`config.mk`:
```
export PLATFORM = sky130hd
export DESIGN_NAME = axi2ahb_wctrl
export DESIGN_NICKNAME = d
export VERILOG_FILES = /design/src/rtl/axi2ahb_wctrl.sv
export SDC_FILE = /design/constraint.sdc
export NUM_CORES = 1
export LEC_CHECK = 0
export CAP_MARGIN = 20
export CORE_MARGIN = 2
export CORE_UTILIZATION = 59
export DETAILED_ROUTE_END_ITERATION = 8
export GPL_TIMING_DRIVEN = 0
export PLACE_DENSITY = 0.91
export SYNTH_ARGS = -nofsm -noshare
export SYNTH_HDL_FRONTEND = slang
export SYNTH_SLANG_ARGS = --single-unit
```
`constraint.sdc`:
```
create_clock -name ACLK -period 5.95 [get_ports ACLK]
set_clock_uncertainty 0.05 [all_clocks]
set_input_delay 0.8925 -clock ACLK [delete_from_list [all_inputs] [get_ports ACLK]]
set_output_delay 0.8925 -clock ACLK [all_outputs]
set_load 0.01 [all_outputs]
```
`src/rtl/axi2ahb_wctrl.sv`:
```
// ---------------------------------------------------------------------------
// axi2ahb_wctrl -- write command/address stage of the AXI-to-AHB bridge.
//
// Accepts one AXI AW command, checks it for decode errors, and walks the
// burst address beat by beat. Each beat is released to the downstream
// write-data stage through ctrl_wdata_valid_o/ctrl_wdata_ready_i. The stage
// also drives the registered AHB address phase (one cycle after each beat).
// The command ID and error flag go to the data stage for the B response.
//
// Optional feature: define AXI2AHB_WCTRL_AW_SKID_EN to add a one-entry AW
// holding register. A second command can then be accepted while a burst is
// in flight, so back-to-back bursts run without an IDLE bubble.
//
// Ports:
//   ACLK, ARESETN        clock, asynchronous active-low reset
//   AWID..AWVALID        AXI write command inputs
//   AWREADY              command accepted (combinational)
//   HADDR/HTRANS/HSIZE   registered AHB address phase
//   HBURST               constant INCR (undefined length)
//   HWRITE               registered, 1 whenever HTRANS != IDLE
//   HREADY               AHB ready
//   cmd_id_o             AWID of the current/last command
//   cmd_error_o          decode or WLAST error for the current command
//   ctrl_wdata_last_i    WLAST seen by the data stage
//   ctrl_wdata_valid_o   lets the data stage assert WREADY
//   ctrl_wdata_ready_i   WVALID from the data stage
// ---------------------------------------------------------------------------
module axi2ahb_wctrl #(
    parameter int unsigned AXI_ID_WIDTH   = 1,
    parameter int unsigned AXI_ADDR_WIDTH = 32,
    parameter int unsigned AXI_DATA_WIDTH = 32
) (
    input  logic                      ACLK,
    input  logic                      ARESETN,
    input  logic [AXI_ID_WIDTH-1:0]   AWID,
    input  logic [AXI_ADDR_WIDTH-1:0] AWADDR,
    input  logic [7:0]                AWLEN,
    input  logic [2:0]                AWSIZE,
    input  logic [1:0]                AWBURST,
    input  logic                      AWVALID,
    output logic                      AWREADY,
    output logic [AXI_ADDR_WIDTH-1:0] HADDR,
    output logic [1:0]                HTRANS,
    output logic [2:0]                HSIZE,
    output logic [2:0]                HBURST,
    output logic                      HWRITE,
    input  logic                      HREADY,
    output logic [AXI_ID_WIDTH-1:0]   cmd_id_o,
    output logic                      cmd_error_o,
    input  logic                      ctrl_wdata_last_i,
    output logic                      ctrl_wdata_valid_o,
    input  logic                      ctrl_wdata_ready_i
);

    localparam int unsigned MaxSize = $clog2(AXI_DATA_WIDTH / 8);

    localparam logic [1:0] TransIdle   = 2'b00;
    localparam logic [1:0] TransBusy   = 2'b01;
    localparam logic [1:0] TransNonseq = 2'b10;
    localparam logic [1:0] TransSeq    = 2'b11;

    localparam logic [1:0] BurstFixed = 2'b00;
    localparam logic [1:0] BurstWrap  = 2'b10;

    typedef logic [AXI_ADDR_WIDTH-1:0] addr_t;
    typedef enum logic [0:0] {StIdle, StActive} state_e;

    state_e                   state_q, state_d;
    addr_t                    addr_q, addr_d;
    logic [7:0]               len_q, len_d;
    logic [2:0]               size_q, size_d;
    logic [1:0]               burst_q, burst_d;
    logic [7:0]               cnt_q, cnt_d;
    logic                     first_q, first_d;
    logic [AXI_ID_WIDTH-1:0]  id_q, id_d;
    logic                     err_q, err_d;

    addr_t                    haddr_q, haddr_d;
    logic [1:0]               htrans_q, htrans_d;
    logic [2:0]               hsize_q, hsize_d;
    logic                     hwrite_q, hwrite_d;

    // Command source for the working registers (AW port or holding register)
    logic                     ld;
    logic [AXI_ID_WIDTH-1:0]  ld_id;
    addr_t                    ld_addr;
    logic [7:0]               ld_len;
    logic [2:0]               ld_size;
    logic [1:0]               ld_burst;

    logic aw_hs;
    logic beat;
    logic last_beat;

    function automatic logic decode_err(input addr_t a, input logic [7:0] l,
                                        input logic [2:0] s, input logic [1:0] b);
        logic  e;
        addr_t amask;
        e     = 1'b0;
        amask = (addr_t'(1) << s) - addr_t'(1);
        if ({29'd0, s} > MaxSize) e = 1'b1;
        if (b == 2'b11) e = 1'b1;
        if (b == BurstWrap && !(l == 8'd1 || l == 8'd3 || l == 8'd7 || l == 8'd15)) e = 1'b1;
        if ((a & amask) != '0) e = 1'b1;
        return e;
    endfunction

    function automatic addr_t next_addr(input addr_t a, input logic [7:0] l,
                                        input logic [2:0] s, input logic [1:0] b);
        addr_t incr;
        addr_t wmask;
        incr  = addr_t'(1) << s;
        // Window is (len+1)<<size bytes; only the bits inside it advance.
        wmask = ((addr_t'(l) + addr_t'(1)) << s) - addr_t'(1);
        case (b)
            BurstFixed: next_addr = a;
            BurstWrap:  next_addr = (a & ~wmask) | ((a + incr) & wmask);
            default:    next_addr = a + incr;
        endcase
    endfunction

    assign ctrl_wdata_valid_o = (state_q == StActive) && HREADY;
    assign beat               = ctrl_wdata_valid_o && ctrl_wdata_ready_i;
    assign last_beat          = beat && (cnt_q == 8'd0);
    assign aw_hs              = AWVALID && AWREADY;

`ifdef AXI2AHB_WCTRL_AW_SKID_EN
    logic                     hold_valid_q, hold_valid_d;
    logic [AXI_ID_WIDTH-1:0]  hold_id_q, hold_id_d;
    addr_t                    hold_addr_q, hold_addr_d;
    logic [7:0]               hold_len_q, hold_len_d;
    logic [2:0]               hold_size_q, hold_size_d;
    logic [1:0]               hold_burst_q, hold_burst_d;

    assign AWREADY = !hold_valid_q;

    always_comb begin
        ld           = 1'b0;
        ld_id        = AWID;
        ld_addr      = AWADDR;
        ld_len       = AWLEN;
        ld_size      = AWSIZE;
        ld_burst     = AWBURST;
        hold_valid_d = hold_valid_q;
        hold_id_d    = hold_id_q;
        hold_addr_d  = hold_addr_q;
        hold_len_d   = hold_len_q;
        hold_size_d  = hold_size_q;
        hold_burst_d = hold_burst_q;
        if (last_beat && hold_valid_q) begin
            // AWREADY is low here, so no new command competes for the slot
            ld           = 1'b1;
            ld_id        = hold_id_q;
            ld_addr      = hold_addr_q;
            ld_len       = hold_len_q;
            ld_size      = hold_size_q;
            ld_burst     = hold_burst_q;
            hold_valid_d = 1'b0;
        end else if (aw_hs && (state_q == StIdle || last_beat)) begin
            ld = 1'b1;
        end else if (aw_hs) begin
            hold_valid_d = 1'b1;
            hold_id_d    = AWID;
            hold_addr_d  = AWADDR;
            hold_len_d   = AWLEN;
            hold_size_d  = AWSIZE;
            hold_burst_d = AWBURST;
        end
    end

    always_ff @(posedge ACLK or negedge ARESETN) begin
        if (!ARESETN) begin
            hold_valid_q <= 1'b0;
            hold_id_q    <= '0;
            hold_addr_q  <= '0;
            hold_len_q   <= '0;
            hold_size_q  <= '0;
            hold_burst_q <= '0;
        end else begin
            hold_valid_q <= hold_valid_d;
            hold_id_q    <= hold_id_d;
            hold_addr_q  <= hold_addr_d;
            hold_len_q   <= hold_len_d;
            hold_size_q  <= hold_size_d;
            hold_burst_q <= hold_burst_d;
        end
    end
`else
    assign AWREADY = (state_q == StIdle);

    always_comb begin
        ld       = aw_hs;
        ld_id    = AWID;
        ld_addr  = AWADDR;
        ld_len   = AWLEN;
        ld_size  = AWSIZE;
        ld_burst = AWBURST;
    end
`endif

    // Command FSM and burst walker
    always_comb begin
        state_d = state_q;
        addr_d  = addr_q;
        len_d   = len_q;
        size_d  = size_q;
        burst_d = burst_q;
        cnt_d   = cnt_q;
        first_d = first_q;
        id_d    = id_q;
        err_d   = err_q;
        if (beat) begin
            addr_d  = next_addr(addr_q, len_q, size_q, burst_q);
            cnt_d   = cnt_q - 8'd1;
            first_d = 1'b0;
            if (ctrl_wdata_last_i != (cnt_q == 8'd0)) err_d = 1'b1;
            if (cnt_q == 8'd0) state_d = StIdle;
        end
        // A load on the final beat overrides the completed command
        if (ld) begin
            state_d = StActive;
            addr_d  = ld_addr;
            len_d   = ld_len;
            size_d  = ld_size;
            burst_d = ld_burst;
            cnt_d   = ld_len;
            first_d = 1'b1;
            id_d    = ld_id;
            err_d   = decode_err(ld_addr, ld_len, ld_size, ld_burst);
        end
    end

    // AHB address phase, advanced only while HREADY is high
    always_comb begin
        haddr_d  = haddr_q;
        htrans_d = htrans_q;
        hsize_d  = hsize_q;
        hwrite_d = hwrite_q;
        if (HREADY) begin
            if (beat && !err_q) begin
                haddr_d  = addr_q;
                hsize_d  = size_q;
                hwrite_d = 1'b1;
                // Restart as NONSEQ at burst start, for FIXED, and at 1KB crossings
                if (first_q || burst_q == BurstFixed || addr_q[9:0] == 10'd0) begin
                    htrans_d = TransNonseq;
                end else begin
                    htrans_d = TransSeq;
                end
            end else if (beat) begin
                // Errored command: drain data without issuing transfers
                htrans_d = TransIdle;
                hwrite_d = 1'b0;
            end else if (state_q == StActive && !first_q && !err_q) begin
                htrans_d = TransBusy;
                hwrite_d = 1'b1;
            end else begin
                htrans_d = TransIdle;
                hwrite_d = 1'b0;
            end
        end
    end

    always_ff @(posedge ACLK or negedge ARESETN) begin
        if (!ARESETN) begin
            state_q  <= StIdle;
            addr_q   <= '0;
            len_q    <= '0;
            size_q   <= '0;
            burst_q  <= '0;
            cnt_q    <= '0;
            first_q  <= 1'b0;
            id_q     <= '0;
            err_q    <= 1'b0;
            haddr_q  <= '0;
            htrans_q <= TransIdle;
            hsize_q  <= '0;
            hwrite_q <= 1'b0;
        end else begin
            state_q  <= state_d;
            addr_q   <= addr_d;
            len_q    <= len_d;
            size_q   <= size_d;
            burst_q  <= burst_d;
            cnt_q    <= cnt_d;
            first_q  <= first_d;
            id_q     <= id_d;
            err_q    <= err_d;
            haddr_q  <= haddr_d;
            htrans_q <= htrans_d;
            hsize_q  <= hsize_d;
            hwrite_q <= hwrite_d;
        end
    end

    assign HADDR       = haddr_q;
    assign HTRANS      = htrans_q;
    assign HSIZE       = hsize_q;
    assign HWRITE      = hwrite_q;
    assign HBURST      = 3'b001;
    assign cmd_id_o    = id_q;
    assign cmd_error_o = err_q;

endmodule
```
After elaboration in Yosys (flattened, before gate mapping)
Index checks and enable logic that the tools add are counted.
W data, S select, Z words.
{"block": "word_totals", "rom_bits": 0, "mem_bits_rw": 0, "input_bits": 52, "out_inout_bits": 45, "ff_bits": 95, "latch_bits": 0, "mem_count": 0}
{"block": "classes", "mul": 0, "n_div": 0, "n_reduce_logical": 26, "eq_ne": 9, "n_lt_le_gt_ge": 1, "mux": 24, "bitwise": 6, "shift": 3, "addsub": 5}
{"operator": "$and A32 B32 Y32", "count": 3}
{"operator": "$mux W32", "count": 2}
{"operator": "$pmux W32 S2", "count": 1}
{"operator": "$shl A1 B3 Y32 const A", "count": 2}
{"operator": "$sub A32 B1 Y32 const B", "count": 2}
{"operator": "$add A32 B32 Y32", "count": 1}
{"operator": "$not A32 Y32", "count": 1}
{"operator": "$or A32 B32 Y32", "count": 1}
{"operator": "$reduce_bool A32 Y1", "count": 1}
{"operator": "$shl A9 B3 Y32", "count": 1}
{"operator": "$mux W1", "count": 18}
{"operator": "$mux W8", "count": 2}
{"operator": "$logic_not A10 Y1", "count": 1}
{"operator": "$add A8 B1 Y9 const B", "count": 1}
{"operator": "$eq A8 B1 Y1 const B", "count": 1}
{"operator": "$eq A8 B2 Y1 const B", "count": 1}
{"operator": "$eq A8 B3 Y1 const B", "count": 1}
{"operator": "$eq A8 B4 Y1 const B", "count": 1}
{"operator": "$logic_not A8 Y1", "count": 1}
{"operator": "$reduce_and A2 Y1", "count": 4}
{"operator": "$sub A8 B1 Y8 const B", "count": 1}
{"operator": "$logic_and A1 B1 Y1", "count": 7}
{"operator": "$eq A2 B2 Y1 const B", "count": 3}
{"operator": "$reduce_bool A2 Y1", "count": 3}
{"operator": "8 further kinds", "count": 14}

Longest topological paths before layout
{"block": "depth", "ltp_word": 9, "ltp_mapped": 16, "ltp_nobuf": 14}

Worst setup path after synthesis
OpenSTA, ideal clock, no wires.
{"block": "synth_timing", "path_type": "reg2reg", "from": "register size_q[2]", "to": "register with a tool-made name", "stages_incl_launch_ff": 14, "t_required_ns": 5.769, "setup_ns": 0.131, "path_buffers": 3, "t_arrival_ns": 3.226, "path_slack_ns": 2.543, "period_less_slack_ns": 3.407, "cell_sequence": "dfrtp_1 > clkbuf_1 > clkbuf_1 > buf_1 > a211oi_1 > o21ai_0 > ha_1 > o311ai_0 > a211o_1 > nor4b_4 > a31oi_4 > or3b_1 > nand3_1 > o211ai_1"}
{"item": "start: declaration", "line_no": "71", "source": "logic [2:0] size_q, size_d;"}
{"item": "start signal: assignment", "line_no": "283", "source": "size_q <= size_d;"}

==> reports/results.txt <==
syn avg cell area: 8.97 um^2
Final nets: 875
outcome: completed
RSZ-0062 raised after global routing: false
initial DRC count: 648
Worst R2R Path Depth: 15
multi-input logic area: 3640 um^2
combinational group share of total power: 58.4%
Final Wtd Congestion: 0.963
post_cts resized: 0
Pint: 2110 uW
Yosys cell types: 75
Synth top area share: 37.8%
final hold vios: 0
DR pass1 iterations: 8
Synth Instances: 702
final cell utilization of the core: 73.7%
Total GRT Usage: 36.8%
Final Slew Violations: 0
Worst Slack Setup Final: 1.46 ns
worst hold-check path type: input pin to asynchronous set/reset pin
TritonCTS clock tree: yes
area leader, netlist: dfrtp_1
Clk pwr share: 10.7%
Post-synth ARST share: 100%
switching power: 1920 uW
share of power burned in registers: 30.9%
number of global-route vias before repair: 6339
antenna violations before repair: 0
count leader, synth: nand2_1
Post-DRT Antenna Nets: 0
final setup violation count: 0
Power Dens Cells: 529 nW/um^2
Worst slew margin: 42.2%
design area: 7610 um^2
Yosys Warn Count: 0
Switching Share: 47.6%
worst-skew pair later-pin latency: 0.39 ns
DR WL/cell: 21.5 um
ys flop type: dfrtp_1
Max FO, Critical Path: 10
register area: 2380 um^2
EDFF count, synth: 0
Synth Area in Adders: 3.10%
Ant. Diodes: 0
Setup CP Type: register to register
CTS HTree Levels: 3
placed instance area: 7420 um^2
I/O Buffers: 93
HPWL Detailed: 15600 um
clock buffer count from CTS: 9
sequential area share after synthesis: 37.8%
vias: 6311
Peak VDD IR: 0.263 mV
Leak: 0.00306 uW
synth cell count leaders: nand2_1, dfrtp_1, o21ai_0
mapped cell area: 6290 um^2
mux share of post-synthesis cell area: 7.22%
Initial Utilization: 61.0%
Die H: 107 um
via-per-instance ratio: 6.65
crit path time final: 4.49 ns
Synth Area in XOR/XNOR: 4.17%
Routed WL: 20400 um
fin crit share: 75.5%
Congestion Overflow GR: 0
largest family of logic cells by synthesized area: compound AO/OA/AOI/OAI gates
main area contributors after synthesis: dfrtp_1, nand2_1, mux2_2
I/O pin total: 97
compound-gate portion of the synthesized area: 21.9%
Setup Fix Bufs, Post-CTS: 0
Max-cap violations: 0
pre-CTS setup slack: 1.65 ns
DRC violations left: 0
core box area: 10300 um^2
root buffer cell: clkbuf_8
Syn-to-layout area delta: 20.9%
Max Root-Sink Buffers: 2
Die Width: 107 um
CP Launch Type: register
CTS clk-pin slew, worst paths: 0.11 ns
Fill cells: 761
hold buffers post-CTS: 0
hold slack: 0.368 ns
first-pass GRT wire length: 32700 um
share of post-route cells with drive strength above 1: 10.2%
critical path arrival: 4.68 ns
synthesized flop and latch total: 95
fmax: 0.223 GHz
area of the die: 11500 um^2
Slew @ Worst Pin: 0.868 ns
setup TNS: 0 ns
Synth Area in Simple Gates: 21.3%
Sinks on Clock Net: 95
largest net degree at the start of global routing: 72
FP Rows: 37
FF-to-FF setup slack: 1.46 ns
Worst Setup End Kind: register
critical path required time: 6.14 ns
Worst R2R Start: size_q[2]
==> power groups by stage <==
stage,combinational [uW],sequential [uW],clock [uW]
2_1_floorplan,1510,1210,0
3_3_place_gp,2220,1210,0
3_5_place_dp,2300,1240,0
4_1_cts,2310,1230,428
5_1_grt,2560,1280,457
6_report,2350,1240,432
==> worst max-delay path, cell delays in order, from the launching register on <==
cell and delay, ns:
dfrtp_1 0.37, clkbuf_1 0.39, inv_1 0.16, buf_2 0.23
clkbuf_1 0.29, nand2_1 0.20, inv_1 0.06, ha_1 0.29
a211oi_1 0.08, o21ai_0 0.28, a21oi_1 0.15, o31ai_1 0.55
nand2b_1 0.39, a211o_1 0.42, o211ai_1 0.24, o311ai_1 0.18
==> kinds of logic (layout without fill, tap and decap cells) <==
group,count (synthesis),count (layout)
compound gates,194,194
xor+xnor,30,30
fa+ha+maj,15,15
buf+inv,66,176
flops,95,95
mux,40,40
other cells,2,3
simple gates,260,260
==> stage by stage <==
| stage | power (uW) | cells |
|---|---|---|
| 5_1_grt | 4290 | 949 |
| 6_report | 4030 | 949 |
| 3_5_place_dp | 3540 | 933 |
| 4_1_cts | 3970 | 949 |
| 2_1_floorplan | 2720 | 703 |
| 3_3_place_gp | 3430 | 932 |
==> cell type report <==
| type | count | area share, % |
|---|---|---|
| clock inverters | 7 | 0.838 |
| multi-input cells | 542 | 47.9 |
| clock buffers | 9 | 1.63 |
| repair buffers | 94 | 12.6 |
| well taps | 136 | 2.24 |
| plain buffers | 43 | 2.52 |
| flip-flops and latches | 95 | 31.2 |
| inverters | 23 | 1.13 |
==> metal layers <==
layer	routed length (um)	share of wire (%)	track usage, %	vias up
met5	0	0	0	-
met4	862	4.2	16.7	0
met3	1820	8.9	7.32	76
met2	9720	48	59.9	387
met1	8020	39	47.6	3064
li1	-	-	-	2784
==> layout by cell type, fill, tap and decap left out, types with 12 or more instances in the layout <==
cell	Yosys	final
inv_1	23	23
o211ai_1	15	15
nor3_1	16	16
mux2_2	33	33
dfrtp_1	95	95
nor2_1	40	40
clkbuf_1	27	27
clkdlybuf4s50_1	0	92
nand3_1	15	15
xnor2_1	24	24
nand2_1	107	107
a31oi_1	12	12
o21ai_0	46	46
ha_1	14	14
a21oi_1	27	27
==> worst max-delay path by stage <==
stage                     end  cells after the start  startpoint  slack [ns]
floorplan            register                     13   size_q[2]        2.54
global placement    HADDR[25]                      1     ARESETN        0.60
detailed placement   register                     15   size_q[2]        1.65
CTS                  register                     15   size_q[2]        1.62
global route         register                     15   size_q[2]        1.26
finish               register                     15   size_q[2]        1.46
No activity file was read; power rests on OpenSTA's default activity.
